**config.mk**
```make
export PLATFORM = sky130hd
export DESIGN_NAME = dly_tap_cal
export DESIGN_NICKNAME = d
export VERILOG_FILES = /design/src/rtl/dly_tap_cal_pkg.sv /design/src/rtl/dly_tap_cal_capt.sv /design/src/rtl/dly_tap_cal.sv
export SDC_FILE = /design/constraint.sdc
export NUM_CORES = 1
export LEC_CHECK = 0
export ABC_AREA = 1
export CAP_MARGIN = 15
export CORE_MARGIN = 3
export CORE_UTILIZATION = 40
export DETAILED_ROUTE_END_ITERATION = 8
export GPL_TIMING_DRIVEN = 0
export PLACE_DENSITY = 0.67
export SKIP_CTS_REPAIR_TIMING = 1
export SLEW_MARGIN = 20
export SYNTH_ARGS = -nofsm -noshare
export SYNTH_HDL_FRONTEND = slang
export SYNTH_SLANG_ARGS = --single-unit
```
**constraint.sdc**
```tcl
create_clock -name CLK -period 2.1 [get_ports CLK]
set_clock_uncertainty 0.05 [all_clocks]
set_input_delay 0.21 -clock CLK [delete_from_list [all_inputs] [get_ports CLK]]
set_output_delay 0.21 -clock CLK [all_outputs]
set_load 0.1 [all_outputs]
```
**src/rtl/dly_tap_cal_pkg.sv**
```systemverilog
// Shared types and constants for the tapped delay-line calibration controller.
package dly_tap_cal_pkg;

    // Default idle cycles before each launch edge.
    localparam int SETTLE_CYC_DEF = 2;

    // Cycles consumed by one sample: settle, launch, two capture cycles, evaluate.
    localparam int SAMP_CYC = SETTLE_CYC_DEF + 4;

    typedef enum logic [2:0] {
        ST_IDLE   = 3'd0,
        ST_SETTLE = 3'd1,
        ST_LAUNCH = 3'd2,
        ST_CAPT   = 3'd3,
        ST_EVAL   = 3'd4,
        ST_FINISH = 3'd5
    } state_t;

    // A sample passes when the captured tap output has caught up with the launched level.
    function automatic logic sample_pass(input logic captured, input logic launched);
        return (captured == launched);
    endfunction

endpackage

```
**src/rtl/dly_tap_cal_capt.sv**
```systemverilog
// Two-flop capture of the asynchronous delay-chain tap output.
// The first flop samples DLY_IN on the edge after the launch and is the
// synchronizer stage; the second re-registers it for evaluation.
module dly_tap_cal_capt (
    input  logic CLK,
    input  logic RST,
    input  logic DLY_IN,
    output logic capt_o
);

    (* async_reg = "true" *) logic sync1_q;
    (* async_reg = "true" *) logic sync2_q;
    logic sync1_d;
    logic sync2_d;

    // Next values of the capture pipeline.
    always_comb begin
        sync1_d = DLY_IN;
        sync2_d = sync1_q;
    end

    // Capture and re-register the tap output.
    always_ff @(posedge CLK) begin
        if (RST) begin
            sync1_q <= 1'b0;
            sync2_q <= 1'b0;
        end else begin
            sync1_q <= sync1_d;
            sync2_q <= sync2_d;
        end
    end

    assign capt_o = sync2_q;

endmodule

```
**src/rtl/dly_tap_cal.sv**
```systemverilog
// Delay-line tap calibration controller: sweeps the tap select upward and
// locks onto the longest tap whose delay still fits in one clock period.
// Optional periodic tracking around the locked tap: define DLY_CAL_TRACK_EN.
module dly_tap_cal
    import dly_tap_cal_pkg::*;
#(
    parameter int NTAPS      = 32,
    parameter int TW         = $clog2(NTAPS),
    parameter int NSAMP      = 4,
    parameter int SETTLE_CYC = SETTLE_CYC_DEF
`ifdef DLY_CAL_TRACK_EN
    ,
    parameter int TRACK_PERIOD = 256
`endif
) (
    input  logic          CLK,
    input  logic          RST,
    input  logic          START,
    output logic          LAUNCH,
    output logic [TW-1:0] SEL,
    input  logic          DLY_IN,
    output logic          BUSY,
    output logic          DONE,
    output logic [TW-1:0] TAP,
    output logic          LOCK,
    output logic          ERR,
    output logic          SAT
);

    localparam int SW = (NSAMP > 1) ? $clog2(NSAMP) : 1;
    localparam int CW = $clog2(SETTLE_CYC + 2);
    localparam logic [TW-1:0] TAP_MAX     = TW'(NTAPS - 1);
    localparam logic [SW-1:0] SAMP_LAST   = SW'(NSAMP - 1);
    localparam logic [CW-1:0] SETTLE_LAST = CW'(SETTLE_CYC - 1);
    localparam logic [CW-1:0] CAPT_LAST   = CW'(1);

    state_t        state_q, state_d;
    logic          launch_q, launch_d;
    logic [TW-1:0] sel_q, sel_d;
    logic [TW-1:0] tap_q, tap_d;
    logic          busy_q, busy_d;
    logic          done_q, done_d;
    logic          lock_q, lock_d;
    logic          err_q, err_d;
    logic          sat_q, sat_d;
    logic [SW-1:0] samp_q, samp_d;
    logic [CW-1:0] cyc_q, cyc_d;
    logic          capt_s;
    logic          pass_s;

`ifdef DLY_CAL_TRACK_EN
    localparam int PW = $clog2(TRACK_PERIOD);
    localparam logic [PW-1:0] TMR_LAST = PW'(TRACK_PERIOD - 1);

    logic [PW-1:0] tmr_q, tmr_d;
    logic          trk_q, trk_d;
    logic          phase_q, phase_d;
    logic          up_ok_q, up_ok_d;
`endif

    dly_tap_cal_capt u_capt (
        .CLK    (CLK),
        .RST    (RST),
        .DLY_IN (DLY_IN),
        .capt_o (capt_s)
    );

    assign pass_s = sample_pass(capt_s, launch_q);

    // Next-state and next-output computation for the calibration sequencer.
    always_comb begin
        state_d  = state_q;
        launch_d = launch_q;
        sel_d    = sel_q;
        tap_d    = tap_q;
        busy_d   = busy_q;
        done_d   = 1'b0;
        lock_d   = lock_q;
        err_d    = err_q;
        sat_d    = sat_q;
        samp_d   = samp_q;
        cyc_d    = cyc_q;
`ifdef DLY_CAL_TRACK_EN
        tmr_d    = tmr_q;
        trk_d    = trk_q;
        phase_d  = phase_q;
        up_ok_d  = up_ok_q;
`endif

        case (state_q)
            ST_IDLE: begin
                if (START) begin
                    state_d = ST_SETTLE;
                    sel_d   = '0;
                    samp_d  = '0;
                    cyc_d   = '0;
                    busy_d  = 1'b1;
                    lock_d  = 1'b0;
                    err_d   = 1'b0;
                    sat_d   = 1'b0;
`ifdef DLY_CAL_TRACK_EN
                    trk_d   = 1'b0;
                    tmr_d   = '0;
`endif
                end else begin
`ifdef DLY_CAL_TRACK_EN
                    if (!lock_q) begin
                        tmr_d = '0;
                    end else if (tmr_q == TMR_LAST) begin
                        // Tracking check: probe one tap above the lock, then the lock itself.
                        state_d = ST_SETTLE;
                        trk_d   = 1'b1;
                        phase_d = 1'b0;
                        up_ok_d = 1'b0;
                        busy_d  = 1'b1;
                        samp_d  = '0;
                        cyc_d   = '0;
                        tmr_d   = '0;
                        sel_d   = (tap_q == TAP_MAX) ? tap_q : (tap_q + TW'(1));
                    end else begin
                        tmr_d = tmr_q + PW'(1);
                    end
`else
                    state_d = ST_IDLE;
`endif
                end
            end

            ST_SETTLE: begin
                if (cyc_q == SETTLE_LAST) begin
                    state_d = ST_LAUNCH;
                    cyc_d   = '0;
                end else begin
                    cyc_d = cyc_q + CW'(1);
                end
            end

            ST_LAUNCH: begin
                launch_d = ~launch_q;
                state_d  = ST_CAPT;
                cyc_d    = '0;
            end

            ST_CAPT: begin
                if (cyc_q == CAPT_LAST) begin
                    state_d = ST_EVAL;
                    cyc_d   = '0;
                end else begin
                    cyc_d = cyc_q + CW'(1);
                end
            end

            ST_EVAL: begin
`ifdef DLY_CAL_TRACK_EN
                if (trk_q) begin
                    if (pass_s && (samp_q != SAMP_LAST)) begin
                        samp_d  = samp_q + SW'(1);
                        state_d = ST_SETTLE;
                    end else if (!phase_q) begin
                        up_ok_d = pass_s;
                        phase_d = 1'b1;
                        sel_d   = tap_q;
                        samp_d  = '0;
                        state_d = ST_SETTLE;
                    end else begin
                        if (up_ok_q && (tap_q != TAP_MAX)) begin
                            tap_d = tap_q + TW'(1);
                        end else if (!pass_s) begin
                            if (tap_q != '0) begin
                                tap_d = tap_q - TW'(1);
                            end else begin
                                err_d  = 1'b1;
                                lock_d = 1'b0;
                            end
                        end else begin
                            tap_d = tap_q;
                        end
                        trk_d   = 1'b0;
                        state_d = ST_FINISH;
                    end
                end else
`endif
                if (pass_s) begin
                    if (samp_q != SAMP_LAST) begin
                        samp_d  = samp_q + SW'(1);
                        state_d = ST_SETTLE;
                    end else if (sel_q != TAP_MAX) begin
                        sel_d   = sel_q + TW'(1);
                        samp_d  = '0;
                        state_d = ST_SETTLE;
                    end else begin
                        tap_d   = TAP_MAX;
                        sat_d   = 1'b1;
                        lock_d  = 1'b1;
                        state_d = ST_FINISH;
                    end
                end else if (sel_q != '0) begin
                    tap_d   = sel_q - TW'(1);
                    lock_d  = 1'b1;
                    state_d = ST_FINISH;
                end else begin
                    tap_d   = '0;
                    err_d   = 1'b1;
                    lock_d  = 1'b0;
                    state_d = ST_FINISH;
                end
            end

            ST_FINISH: begin
                done_d  = 1'b1;
                busy_d  = 1'b0;
                sel_d   = tap_q;
                state_d = ST_IDLE;
`ifdef DLY_CAL_TRACK_EN
                tmr_d   = '0;
`endif
            end

            default: begin
                state_d = ST_IDLE;
                busy_d  = 1'b0;
            end
        endcase

`ifdef DLY_CAL_TRACK_EN
        // A new calibration request overrides any tracking check in flight.
        if (trk_q && START) begin
            state_d = ST_SETTLE;
            sel_d   = '0;
            samp_d  = '0;
            cyc_d   = '0;
            busy_d  = 1'b1;
            done_d  = 1'b0;
            lock_d  = 1'b0;
            err_d   = 1'b0;
            sat_d   = 1'b0;
            trk_d   = 1'b0;
            tmr_d   = '0;
        end else begin
            trk_d = trk_d;
        end
`endif
    end

    // State and output registers with synchronous reset.
    always_ff @(posedge CLK) begin
        if (RST) begin
            state_q  <= ST_IDLE;
            launch_q <= 1'b0;
            sel_q    <= '0;
            tap_q    <= '0;
            busy_q   <= 1'b0;
            done_q   <= 1'b0;
            lock_q   <= 1'b0;
            err_q    <= 1'b0;
            sat_q    <= 1'b0;
            samp_q   <= '0;
            cyc_q    <= '0;
`ifdef DLY_CAL_TRACK_EN
            tmr_q    <= '0;
            trk_q    <= 1'b0;
            phase_q  <= 1'b0;
            up_ok_q  <= 1'b0;
`endif
        end else begin
            state_q  <= state_d;
            launch_q <= launch_d;
            sel_q    <= sel_d;
            tap_q    <= tap_d;
            busy_q   <= busy_d;
            done_q   <= done_d;
            lock_q   <= lock_d;
            err_q    <= err_d;
            sat_q    <= sat_d;
            samp_q   <= samp_d;
            cyc_q    <= cyc_d;
`ifdef DLY_CAL_TRACK_EN
            tmr_q    <= tmr_d;
            trk_q    <= trk_d;
            phase_q  <= phase_d;
            up_ok_q  <= up_ok_d;
`endif
        end
    end

    assign LAUNCH = launch_q;
    assign SEL    = sel_q;
    assign TAP    = tap_q;
    assign BUSY   = busy_q;
    assign DONE   = done_q;
    assign LOCK   = lock_q;
    assign ERR    = err_q;
    assign SAT    = sat_q;

endmodule

```
### Word level (Yosys, flattened, before mapping)

Index checks and enable logic that the tools add are counted.

| storage, ports and cells | value |
|---|---|
| register bits | 25 |
| input bits | 4 |
| output and inout port bits | 16 |
| logic and storage cells | 95 |

| cells by class | value |
|---|---|
| $add $sub $neg | 4 |
| equal/unequal tests | 23 |
| mux-type cells | 37 |
| bitwise operators | 2 |
| reductions and logical operators | 16 |

Operator list:

| kind | number |
|---|---|
| $mux 5 | 8 |
| $ne 2x2->1 const B | 12 |
| $mux 3 | 5 |
| $pmux 3 s5 | 1 |
| $pmux 5 s3 | 1 |
| $reduce_and 4->1 | 3 |
| $mux 1 | 11 |
| $mux 2 | 5 |
| $reduce_and 5->1 | 2 |
| $ne 3x3->1 const B | 3 |
| $pmux 1 s2 | 4 |
| $eq 3x2->1 const B | 2 |
| $eq 3x3->1 const B | 2 |
| $pmux 2 s3 | 1 |
| $reduce_and 2->1 | 3 |
| $reduce_bool 3->1 | 2 |
| $add 5x1->5 const B | 1 |
| $ne 5x5->1 const B | 1 |
| $reduce_bool 5->1 | 1 |
| $sub 5x1->5 const B | 1 |
| $add 2x1->2 const B | 2 |
| $pmux 2 s2 | 1 |
| $reduce_or 4->1 | 1 |
| $eq 3x1->1 const B | 1 |
| 7 further kinds | 8 |

### Longest topological paths before layout

| logic depth | value |
|---|---|
| depth after elaboration | 5 |
| depth in mapped cells | 10 |
| mapped depth without buffers | 10 |

### By module

A second synthesis with hierarchy kept.

| unflattened totals | value |
|---|---|
| cell total of the unflattened synthesis | 191 |
| area, all modules | 1337.5 sq um |

Modules (own cells, without submodules):

| module | instances | cells an instance | area an instance (sq um) | sequential area each (sq um) |
|---|---|---|---|---|
| dly_tap_cal | 1 | 185 | 1282.5 | 460.4 |
| dly_tap_cal_capt | 1 | 6 | 55.1 | 40.0 |

### Worst setup path before layout

Ideal clock, no wire load.

| path | value |
|---|---|
| path type | reg2reg |
| start point | register sel_q[1], in the netlist SEL[1] |
| end point | register sel_q[0], in the netlist SEL[0] |
| library setup time | 118 ps |
| data arrival time | 2089 ps |
| setup slack | -158 ps |
| cell stages (with the launch flop) | 10 |
| period minus slack after synthesis | 2258 ps |
| path through | dfxtp_1 -> ha_1 -> nand2_1 -> nor2_1 -> ha_1 -> nand3_1 -> nand2_1 -> nor2_4 -> o21ai_0 -> nor2_1 |

| between the ends | value |
|---|---|
| longest elaborated chain between the ends | 3 |

RTL lines:

| item | line | RTL |
|---|---|---|
| start: declaration | dly_tap_cal.sv:39 | `logic [TW-1:0] sel_q, sel_d;` |
| start signal: assignment | dly_tap_cal.sv:268 | `sel_q <= sel_d;` |
| $ne 5x5->1 | dly_tap_cal.sv:187 | `end else if (sel_q != TAP_MAX) begin` |
| $ne 2x2->1 (no source line) | n/a |  |
| $reduce_and 5->1 (no source line) | n/a |  |

No other way between the ends.
A chain may end at the register's enable or synchronous reset.

### Worst setup path after layout

| path | value |
|---|---|
| start point | register sel_q[2], in the netlist SEL[2] |
| end point | output SEL[2] |

RTL lines:

| item | line | RTL |
|---|---|---|
| end: declaration | dly_tap_cal.sv:20 | `output logic [TW-1:0] SEL,` |

No word-level cell between the ends.

==> impl_metrics.env <==
export IMPL_totalWireLength_microns=2927
export IMPL_setup_violations=0
export IMPL_syn_to_final_growth_pct=23.71
export IMPL_path_cells="clkdlybuf4s50_1"
export IMPL_finalPower_mw=2.038
export IMPL_leakage_nw=0.9333
export IMPL_worstPathRequired_ns=1.84
export IMPL_min_path_type="in2reg"
export IMPL_synth_area_sq_um=1309
export IMPL_yosys_top_cells_area="dfxtp_1, nand2_1, nor2_1"
export IMPL_synth_net_count=200
export IMPL_cpMaxStageDelayCell="clkdlybuf4s50_1"
export IMPL_power_density_nw_per_um2=1259
export IMPL_htreeDepth=1
export IMPL_yosysUniqueCellTypes=24
export IMPL_layout_drive_gt1_share_pct=10.23
export IMPL_cts_tree="done"
export IMPL_status="finished clean"
export IMPL_synth_edf_count=0
export IMPL_fillers=324
export IMPL_synth_main_ff_cell="dfxtp_1"
export IMPL_grt_remaining_overflow=0
export IMPL_dr_first_iter_drc_count=42
export IMPL_viasPerCell=4.811
export IMPL_grt_use_met3_pct=3.387
export IMPL_regArea_sq_um=504.2
export IMPL_portBuffers=19
export IMPL_core_sq_um=3078
export IMPL_nets=224
export IMPL_reg2reg_depth=10
export IMPL_max_stage_delay_ns=1.12
export IMPL_clkLatencyLatePin_ns=0.31
export IMPL_finalHoldViolCount=0
export IMPL_wire_per_inst_microns=11.30
export IMPL_num_io_pins=20
export IMPL_yosysTopAreaCell="dfxtp_1"
export IMPL_dieArea_sq_um=3994
export IMPL_yosys_warnings=0
export IMPL_grt_max_degree=14
export IMPL_criticalPathCategory="reg2out"
export IMPL_endpoint_kind="primary output"
export IMPL_ant_nets=0
export IMPL_ys_ff_latch=25
export IMPL_grt_antenna_before_repair=0
export IMPL_start_kind="register"
export IMPL_rows=20
export IMPL_ys_async_sr_fraction_pct=0
export IMPL_yosysMostFrequentCell="nand2_1"
export IMPL_finalCritPeriodShare_pct=97.01
export IMPL_grt_met1_usage_pct=21.60
export IMPL_firstDrtPassIters=4
export IMPL_arrival_ns=1.78
export IMPL_clock_sinks=25
export IMPL_synth_top_area_share_pct=38.24
export IMPL_place_congestion=0.8663
export IMPL_grt_setup_unrepaired="no"
export IMPL_ir_drop_uv=623.4
export IMPL_vias=1246
export IMPL_crit_buf_inv=1
export IMPL_worst_pin_slew_ns=0.9658
export IMPL_grt_usage_pct=15.66
export IMPL_final_min_clock_period_ns=2.037
export IMPL_path_clk_slew_ns=0.13
export IMPL_clockBufferDepth=2
export IMPL_use_met2_pct=24.24
export IMPL_cts_root_buffer="clkbuf_4"
export IMPL_grt_pass1_vias=1169
export IMPL_cts_made_buffers=3
export IMPL_cap_violations=0
export IMPL_cp_top_family="buffers and inverters"
export IMPL_cp_num_cells=1
export IMPL_syn_inst=192
export IMPL_maxSlewHeadroom_pct=35.41
export IMPL_die_h_microns=63.20
export IMPL_die_w_microns=63.20
export IMPL_syn_avg_cell_area_sq_um=6.816
export IMPL_top_usage_layer="met2"
export IMPL_synth_seq_area_share_pct=38.24
export IMPL_holdWs_ns=0.3435
export IMPL_grt_pass1_wl_microns=5092
export IMPL_start_util_pct=42.52
export IMPL_fmax_ghz=0.4909
export IMPL_dp_hpwl_microns=2164
export IMPL_drc_errors=0
export IMPL_drv_slew=0
export IMPL_crit_fanout=2
export IMPL_ys_top_cells_by_count="nand2_1, nor2_1, dfxtp_1"
export IMPL_fin_util_pct=52.60
export IMPL_multiInputGateArea_sq_um=700.7
export IMPL_num_antenna_cells=0
export IMPL_hold_depth=3
==> through the flow <==
stage | instance area [sq um] | setup WS, ns | TNS (ns) | instances
after floorplan | 1313 | 0.008464 | 0 | 192
after global placement | 1558 | 0.2461 | 0 | 255
after detailed placement | 1558 | 0.2559 | 0 | 255
after CTS | 1584 | -0.1222 | -0.4139 | 259
after global routing | 1619 | 0.01139 | 0 | 259
final | 1619 | 0.06274 | 0 | 259
==> flip-flops by register name, indices dropped and copies added, names as in the netlist, 2 cells and up <==
name and cells:
samp_q 2, cyc_q 2, state_q 3, SEL 5, TAP 5
==> layout make-up <==
type | count | share of cell area, %
well taps | 44 | 3.400
multi-input cells | 139 | 43.28
flip-flops and latches | 25 | 31.14
plain buffers | 4 | 1.082
repair buffers | 19 | 13.91
clock buffers | 4 | 1.623
inverters | 24 | 5.564
==> metal layers <==
| metal | wire length, microns | vias up |
|---|---|---|
| met5 | 0 | - |
| met4 | 27 | 0 |
| met3 | 110 | 4 |
| met2 | 1296 | 21 |
| met1 | 1493 | 557 |
| li1 | - | 664 |
==> cell usage in the layout, fill, tap and decap left out, types with 4 or more instances in the layout <==
master,Yosys,final
nor2_1,27,27
dfxtp_1,25,22
dlymetal6s2s_1,0,14
clkdlybuf4s50_1,0,5
o21ai_0,11,11
inv_1,21,21
a21oi_1,14,14
ha_1,4,4
nand3_1,13,13
nand2_1,49,49
==> power by group <==
part	leakage, nW	internal (mW)	switching [mW]	total [mW]
Clock	0.0150	0.0742	0.140	0.214
Combinational	0.713	0.304	0.854	1.16
Sequential	0.205	0.568	0.0986	0.666
==> kinds of logic after synthesis <==
family / count (synthesis) / synth area share, %
simple gates: 102 / 35.66
compound gates: 32 / 13.38
buf+inv: 28 / 8.222
flops: 25 / 38.24
fa+ha+maj: 4 / 3.824
xor+xnor: 1 / 0.6693
==> worst paths after layout <==
check	end	start	slack, ns
hold reg to reg	u_capt.capt_o	u_capt.sync1_q	0.37
setup / recovery	SEL[2]	SEL[2]	0.06
hold / removal	u_capt.sync1_q	DLY_IN	0.34
setup reg to reg	TAP[4]	SEL[0]	0.28
Power figures use the tool's default switching activity.
